--- config.mk ---
export PLATFORM = sky130hd
export DESIGN_NAME = dino_motion
export DESIGN_NICKNAME = d
export VERILOG_FILES = /design/src/rtl/dino_motion_pkg.sv /design/src/rtl/dino_motion_sync_edge.sv /design/src/rtl/dino_motion.sv
export SDC_FILE = /design/constraint.sdc
export NUM_CORES = 1
export LEC_CHECK = 0
export CAP_MARGIN = 20
export CORE_MARGIN = 2
export CORE_UTILIZATION = 45
export DETAILED_ROUTE_END_ITERATION = 8
export GPL_ROUTABILITY_DRIVEN = 0
export GPL_TIMING_DRIVEN = 0
export PLACE_DENSITY = 0.72
export SLEW_MARGIN = 10
export SYNTH_ARGS = -nofsm -noshare
export SYNTH_HDL_FRONTEND = slang
export SYNTH_HIERARCHICAL = 1
export SYNTH_SLANG_ARGS = --single-unit
--- constraint.sdc ---
create_clock -name clk -period 8.24 [get_ports clk]
set_input_delay 1.648 -clock clk [delete_from_list [all_inputs] [get_ports clk]]
set_output_delay 1.648 -clock clk [all_outputs]
set_load 0.01 [all_outputs]
--- src/rtl/dino_motion_pkg.sv ---
// Shared dino game definitions: motion FSM encoding and default geometry/physics.
// The VGA path pulls GROUND_Y and X_POS from here so sprite and motion agree.
package dino_motion_pkg;

    typedef enum logic [1:0] {
        ST_GROUND = 2'd0,
        ST_DUCK   = 2'd1,
        ST_RISE   = 2'd2,
        ST_FALL   = 2'd3
    } dino_state_e;

    localparam int DINO_X_POS        = 50;
    localparam int DINO_GROUND_Y     = 275;
    localparam int DINO_JUMP_V       = 12;
    localparam int DINO_GRAVITY      = 1;
    localparam int DINO_FAST_GRAVITY = 3;

    localparam int VEL_W = 8;
    localparam int Y_W   = 10;

    // Velocity magnitude add that pins at the 8-bit ceiling instead of wrapping.
    function automatic logic [VEL_W-1:0] vel_sat_add(input logic [VEL_W-1:0] a,
                                                     input logic [VEL_W-1:0] b);
        logic [VEL_W:0] s;
        s = {1'b0, a} + {1'b0, b};
        return s[VEL_W] ? {VEL_W{1'b1}} : s[VEL_W-1:0];
    endfunction

endpackage

--- src/rtl/dino_motion_sync_edge.sv ---
// Two-flop synchronizer for an asynchronous level plus a one-clk rising-edge pulse.
module sync_edge (
    input  logic clk,
    input  logic reset,
    input  logic async_i,
    output logic level_o,
    output logic rise_o
);

    // [0],[1] synchronize; [2] holds the previous synced value for edge detect.
    logic [2:0] sh_q;

    always_ff @(posedge clk or posedge reset) begin
        if (reset) sh_q <= 3'b000;
        else       sh_q <= {sh_q[1:0], async_i};
    end

    assign level_o = sh_q[1];
    assign rise_o  = sh_q[1] & ~sh_q[2];

endmodule

--- src/rtl/dino_motion.sv ---
// Dino vertical motion: per-frame jump/duck/fall physics stepped on a frame tick
// derived from the VGA screen_end level.
module dino_motion
    import dino_motion_pkg::*;
#(
    parameter int X_POS        = DINO_X_POS,
    parameter int GROUND_Y     = DINO_GROUND_Y,
    parameter int JUMP_V       = DINO_JUMP_V,
    parameter int GRAVITY      = DINO_GRAVITY,
    parameter int FAST_GRAVITY = DINO_FAST_GRAVITY
) (
    input  logic        clk,
    input  logic        reset,
    input  logic        up,
    input  logic        down,
    input  logic        screen_end,
    input  logic        game_on,
    input  logic        game_over,
    output logic [31:0] dino_x,
    output logic [31:0] dino_y,
    output logic        airborne,
    output logic        ducking
);

    localparam logic [Y_W-1:0]   Y_GROUND = Y_W'(GROUND_Y);
    localparam logic [VEL_W-1:0] V_JUMP   = VEL_W'(JUMP_V);
    localparam logic [VEL_W-1:0] G_NORM   = VEL_W'(GRAVITY);
    localparam logic [VEL_W-1:0] G_FAST   = VEL_W'(FAST_GRAVITY);

    logic up_lvl, up_rise;
    logic down_lvl, down_rise;
    logic se_lvl, tick;

    sync_edge u_sync_up (.clk(clk), .reset(reset), .async_i(up),
                         .level_o(up_lvl), .rise_o(up_rise));
    sync_edge u_sync_down (.clk(clk), .reset(reset), .async_i(down),
                           .level_o(down_lvl), .rise_o(down_rise));
    sync_edge u_sync_frame (.clk(clk), .reset(reset), .async_i(screen_end),
                            .level_o(se_lvl), .rise_o(tick));

    logic unused_sync;
    assign unused_sync = up_lvl ^ down_rise ^ se_lvl;

    // A new up edge wins over the tick clear, so a coincident press survives
    // while the FSM consumes the value latched before it.
    logic jump_q;
    always_ff @(posedge clk or posedge reset) begin
        if (reset)        jump_q <= 1'b0;
        else if (up_rise) jump_q <= 1'b1;
        else if (tick)    jump_q <= 1'b0;
    end

    dino_state_e      state_q;
    logic [Y_W-1:0]   y_q;
    logic [VEL_W-1:0] vel_q;
    logic             airborne_q, ducking_q;

    logic [VEL_W-1:0] g;
    logic [Y_W:0]     fall_sum;
    logic             step;

    assign g        = down_lvl ? G_FAST : G_NORM;
    assign fall_sum = {1'b0, y_q} + {{(Y_W+1-VEL_W){1'b0}}, vel_q};
    assign step     = tick & game_on & ~game_over;

    always_ff @(posedge clk or posedge reset) begin
        if (reset) begin
            state_q    <= ST_GROUND;
            y_q        <= Y_GROUND;
            vel_q      <= '0;
            airborne_q <= 1'b0;
            ducking_q  <= 1'b0;
        end else if (step) begin
            unique case (state_q)
                ST_GROUND, ST_DUCK: begin
                    if (jump_q) begin
                        state_q    <= ST_RISE;
                        vel_q      <= V_JUMP;
                        airborne_q <= 1'b1;
                        ducking_q  <= 1'b0;
                    end else if (down_lvl) begin
                        state_q   <= ST_DUCK;
                        ducking_q <= 1'b1;
                    end else begin
                        state_q   <= ST_GROUND;
                        ducking_q <= 1'b0;
                    end
                end
                ST_RISE: begin
                    y_q <= y_q - {{(Y_W-VEL_W){1'b0}}, vel_q};
                    if (vel_q <= g) begin
                        vel_q   <= '0;
                        state_q <= ST_FALL;
                    end else begin
                        vel_q <= vel_q - g;
                    end
                end
                ST_FALL: begin
                    // Clamp to the ground line so landing never overshoots.
                    if (fall_sum >= {1'b0, Y_GROUND}) begin
                        y_q        <= Y_GROUND;
                        vel_q      <= '0;
                        state_q    <= ST_GROUND;
                        airborne_q <= 1'b0;
                    end else begin
                        y_q   <= fall_sum[Y_W-1:0];
                        vel_q <= vel_sat_add(vel_q, g);
                    end
                end
                default: state_q <= ST_GROUND;
            endcase
        end
    end

    assign dino_x   = 32'(X_POS);
    assign dino_y   = {{(32-Y_W){1'b0}}, y_q};
    assign airborne = airborne_q;
    assign ducking  = ducking_q;

endmodule

== Word-level counts from Yosys, hierarchy flattened ==
Cells that the tools add are included.

* Add/sub/neg operators: 4
* Multipliers: 0
* Div/mod/pow operators: 0
* $lt $le $gt $ge: 2
* Equality and inequality tests: 6
* Shifts and indexed selects: 0
* Multiplexer cells: 20
* Bitwise operators: 7
* Reduce and logical (&&, ||, !) cells: 10

{| class="wikitable"
|+ Operators by type and width
! operator !! count
|-
| 2-to-1 mux 8 bit || 4
|-
| case mux 8 bit (3 select lines) || 1
|-
| case mux 10 bit (2 select lines) || 1
|-
| adder 10 x 8 -> 11 bit || 1
|-
| >= comparator 11 x 9 -> 1 bit, second input constant || 1
|-
| 2-to-1 mux 10 bit || 1
|-
| subtractor 10 x 8 -> 10 bit || 1
|-
| adder 8 x 2 -> 9 bit || 1
|-
| less-or-equal comparator 8 x 2 -> 1 bit || 1
|-
| 2-to-1 mux 2 bit || 4
|-
| subtractor 8 x 2 -> 8 bit || 1
|-
| 2-to-1 mux 1 bit || 7
|-
| != test 2 bit, second input constant || 3
|-
| case mux 2 bit (3 select lines) || 1
|-
| AND reduction 2 bit || 3
|-
| nonzero test 2 bit || 3
|-
| AND 1 bit || 4
|-
| == test 2 bit, second input constant || 2
|-
| AND reduction 4 bit || 1
|-
| inverter 1 bit || 3
|-
| AND reduction 3 bit || 1
|-
| == test 2 x 1 -> 1 bit, second input constant || 1
|-
| zero test 2 bit || 1
|-
| case mux 1 bit (2 select lines) || 1
|-
| OR reduction 2 bit || 1
|}

* Register bits: 31
* Bits in latches: 0
* Memory bits (writable): 0
* ROM bits: 0
* Input bits: 7
* Output and inout bits: 66
* Logic and storage cells: 58
* Memories: 0

== Longest topological paths before layout ==
* Word-level depth: 5
* Mapped depth: 11
* Depth with buffers taken out: 11

== By module ==
Netlist, hierarchy kept.

{| class="wikitable"
|+ By module, submodules not included
! module !! times used !! cells each !! area an instance (µm²) !! sequential area each (µm²)
|-
| dino_motion || 1 || 323 || 2696.3 || 580.6
|-
| sync_edge || 3 || 5 || 92.6 || 75.1
|}

== Worst setup path after synthesis ==
Ideal clock, no wire load.

* Path type: input-to-reg
* Start: input game_on
* End: register y_q[2]
* Library setup time: 0.125 ns
* Data arrival time: 2.744 ns
* Data required time: 8.115 ns
* Slack: 5.371 ns
* Cell stages on the path: 5
* Buffers on the path: 1
* Cell sequence: nand2_1 > nor2_1 > and2_1 > clkbuf_1 > mux2_2

* Word-level cells in the longest chain between the ends: 3

{| class="wikitable"
|+ RTL lines
! what !! RTL line !! RTL
|-
| start, declared || dino_motion.sv:17 || <nowiki>input logic game_on,</nowiki>
|-
| AND 1 bit (2 in series) || dino_motion.sv:64 || <nowiki>assign step = tick & game_on & ~game_over;</nowiki>
|-
| AND reduction 2 bit (no line) || -- ||
|-
| end signal, assigned || dino_motion.sv:90 || <nowiki>y_q <= y_q - {{(Y_W-VEL_W){1'b0}}, vel_q};</nowiki>
|-
| end signal, assigned || dino_motion.sv:106 || <nowiki>y_q <= fall_sum[Y_W-1:0];</nowiki>
|-
| end, declared || dino_motion.sv:54 || <nowiki>logic [Y_W-1:0] y_q;</nowiki>
|}

No other way between the ends.
A chain may end at the register's enable or synchronous reset.

== Worst setup path after layout ==
Ends and elaborated chain as after synthesis.

==> metrics.txt <==
Max-slew headroom 0.361; final wirelength 6380 µm; CP required 8420 ps; setup TNS 0 ps; worst path cell trace clkdlybuf4s50_1 -> nand2_1 -> nor2_1 -> and2_1 -> clkbuf_1 -> mux2_2; core area 6310 µm²; P per Cell Area 311 nW/µm²; Hold Vio Cnt, Final 0; pin count of the biggest net entering global routing 24; fin crit share 0.409; layout cells sized above 1 0.217; number of buffers created by CTS 5; hold buffer count at cts 0; Initial Util 0.465; ANT nets after route 0; status finished, final reports clean; # fillers 588; Post-Route Utilization 0.554; # rows 29; via count 2387; Critical Path Max Stage Delay 490 ps; pre-CTS WS 4570 ps; Area Overhead vs Synth 19.2%; post_cts resized 0; synthesized instance count 336; Vias/cell 4.86; CTS tree yes; worst path arrival time 3550 ps; RSZ-0062 raised after global routing false; wire length per cell 13.0 µm; # diodes 0; Slowest cell on crit path clkbuf_1; post-route setup slack 4870 ps; Clock Tree Root clkbuf_8; gr busiest metal met2; Yosys warning count 6; Detail Placement HPWL 5060 µm; Clock transition at path regs 80 ps; # setup viols final 0; slew at the pin closest to its max-slew limit 957 ps; post-synthesis cell area 2940 µm²; I/O pin cnt 73; Worst Hold Class flip-flop to flip-flop; met3 usage 0.0206; clk_skew 7.88 ps; Crit Path Max Fanout 10; Worst IR Drop VDD 0.132 mV; H-tree levels 2; vias in the first global route 2193; Max Freq 0.297 GHz; clock latency at the later pin of the worst-skew pair 300 ps; minimum clock period 3370 ps; DRC viols 0; Worst Path Buf+Inv 2; Die ar. 7190 µm²; first-pass GRT wire length 10400 µm; met2 Track Usage GR 0.304; CP Launch Type input pin; initial antenna violation count 0; Nets 443; number of port buffers 18; max-slew violation count 0; category of the most critical setup path input pin to flip-flop; CP top delay family buffers and inverters; syn_area_per_cell 8.74 µm²; Worst Setup End Kind flip-flop; die height 84.8 µm; Total GRT Usage 0.178; grt ovf 0; DRT iter0 DRCs 149; clock sink count 31; met1 usage in global routing 0.241; max_cap viols 0; postcts setup bufs 0; drt pass-1 iters 4; Bufs on Longest Clock Path 2; DIE WIDTH 84.8 µm; Leak Pwr 1.66 nW
stage by stage:
step / hold slack, ps / std cells / area, µm² / total power [W]
final: 355 / 491 / 3500 / 0.00109
after global routing: 369 / 491 / 3500 / 0.00117
after CTS: 359 / 491 / 3500 / 0.00108
after detailed placement: 341 / 483 / 3410 / 0.000949
after global placement: 334 / 483 / 3410 / 0.000936
after floorplan: 331 / 388 / 3130 / 0.000776
final timing paths:
path	startpoint	endpoint	slack, ps	cells after the start
max reg2reg	vel_q[2]$_DFFE_PP0P_	vel_q[7]$_DFFE_PP0P_	5040	11
min reg2reg	u_sync_down/sh_q[0]$_DFF_PP0_	u_sync_down/sh_q[1]$_DFF_PP0_	350	0
min in group asynchronous	reset	u_sync_down/sh_q[0]$_DFF_PP0_	1580	2
max in group asynchronous	reset	y_q[5]$_DFFE_PP0P_	5700	2
max	game_on	y_q[2]$_DFFE_PP0P_	4870	6
min	u_sync_down/sh_q[0]$_DFF_PP0_	u_sync_down/sh_q[1]$_DFF_PP0_	350	0
state kept, by name, indices dropped and copies added (netlist names), 2 cells and up:
signal and flops:
y_q 10, vel_q 8, u_sync_frame/sh_q 3, u_sync_up/sh_q 3
state_q 2, u_sync_down/sh_q 2
report_power, final:
| group | leakage, nW | switching (W) | internal [W] |
|---|---|---|---|
| combinational | 1.24 | 0.000394 | 0.000309 |
| clock | 0.0408 | 0.0000696 | 0.0000604 |
| sequential | 0.372 | 0.0000518 | 0.000204 |
layout make-up:
type / count / area [µm²] / share of cell area
clock buffer: 5 / 68.8 / 0.0197
clock inverter: 3 / 23.8 / 0.00679
inverter: 26 / 97.6 / 0.0279
tap: 77 / 96.3 / 0.0275
multi-input combinational: 269 / 1810 / 0.518
timing repair buffer: 18 / 180 / 0.0515
sequential: 31 / 781 / 0.223
buffer: 62 / 438 / 0.125
per-layer routing:
| metal | up-vias | wire [µm] |
|---|---|---|
| li1 | 1206 | - |
| met1 | 1098 | 2840 |
| met2 | 77 | 3060 |
| met3 | 6 | 388 |
| met4 | 0 | 93 |
| met5 | - | 0 |
layout by cell type, fill, tap and decap left out, drive strengths merged, types with 3 or more instances in the layout:
master,instances
nand3,10
nor3,10
nand2b,4
conb,54
o21ai,17
o221ai,3
nor2,25
ha,19
a21o,5
dfrtp,27
clkbuf,11
dfstp,4
nor2b,7
o21a,3
inv,27
o211ai,4
nand2,22
buf,56
clkdlybuf4s50,18
xor2,4
a31oi,4
a21oi,23
fa,4
xnor2,7
a2111oi,3
Power figures use the tool's default switching activity.
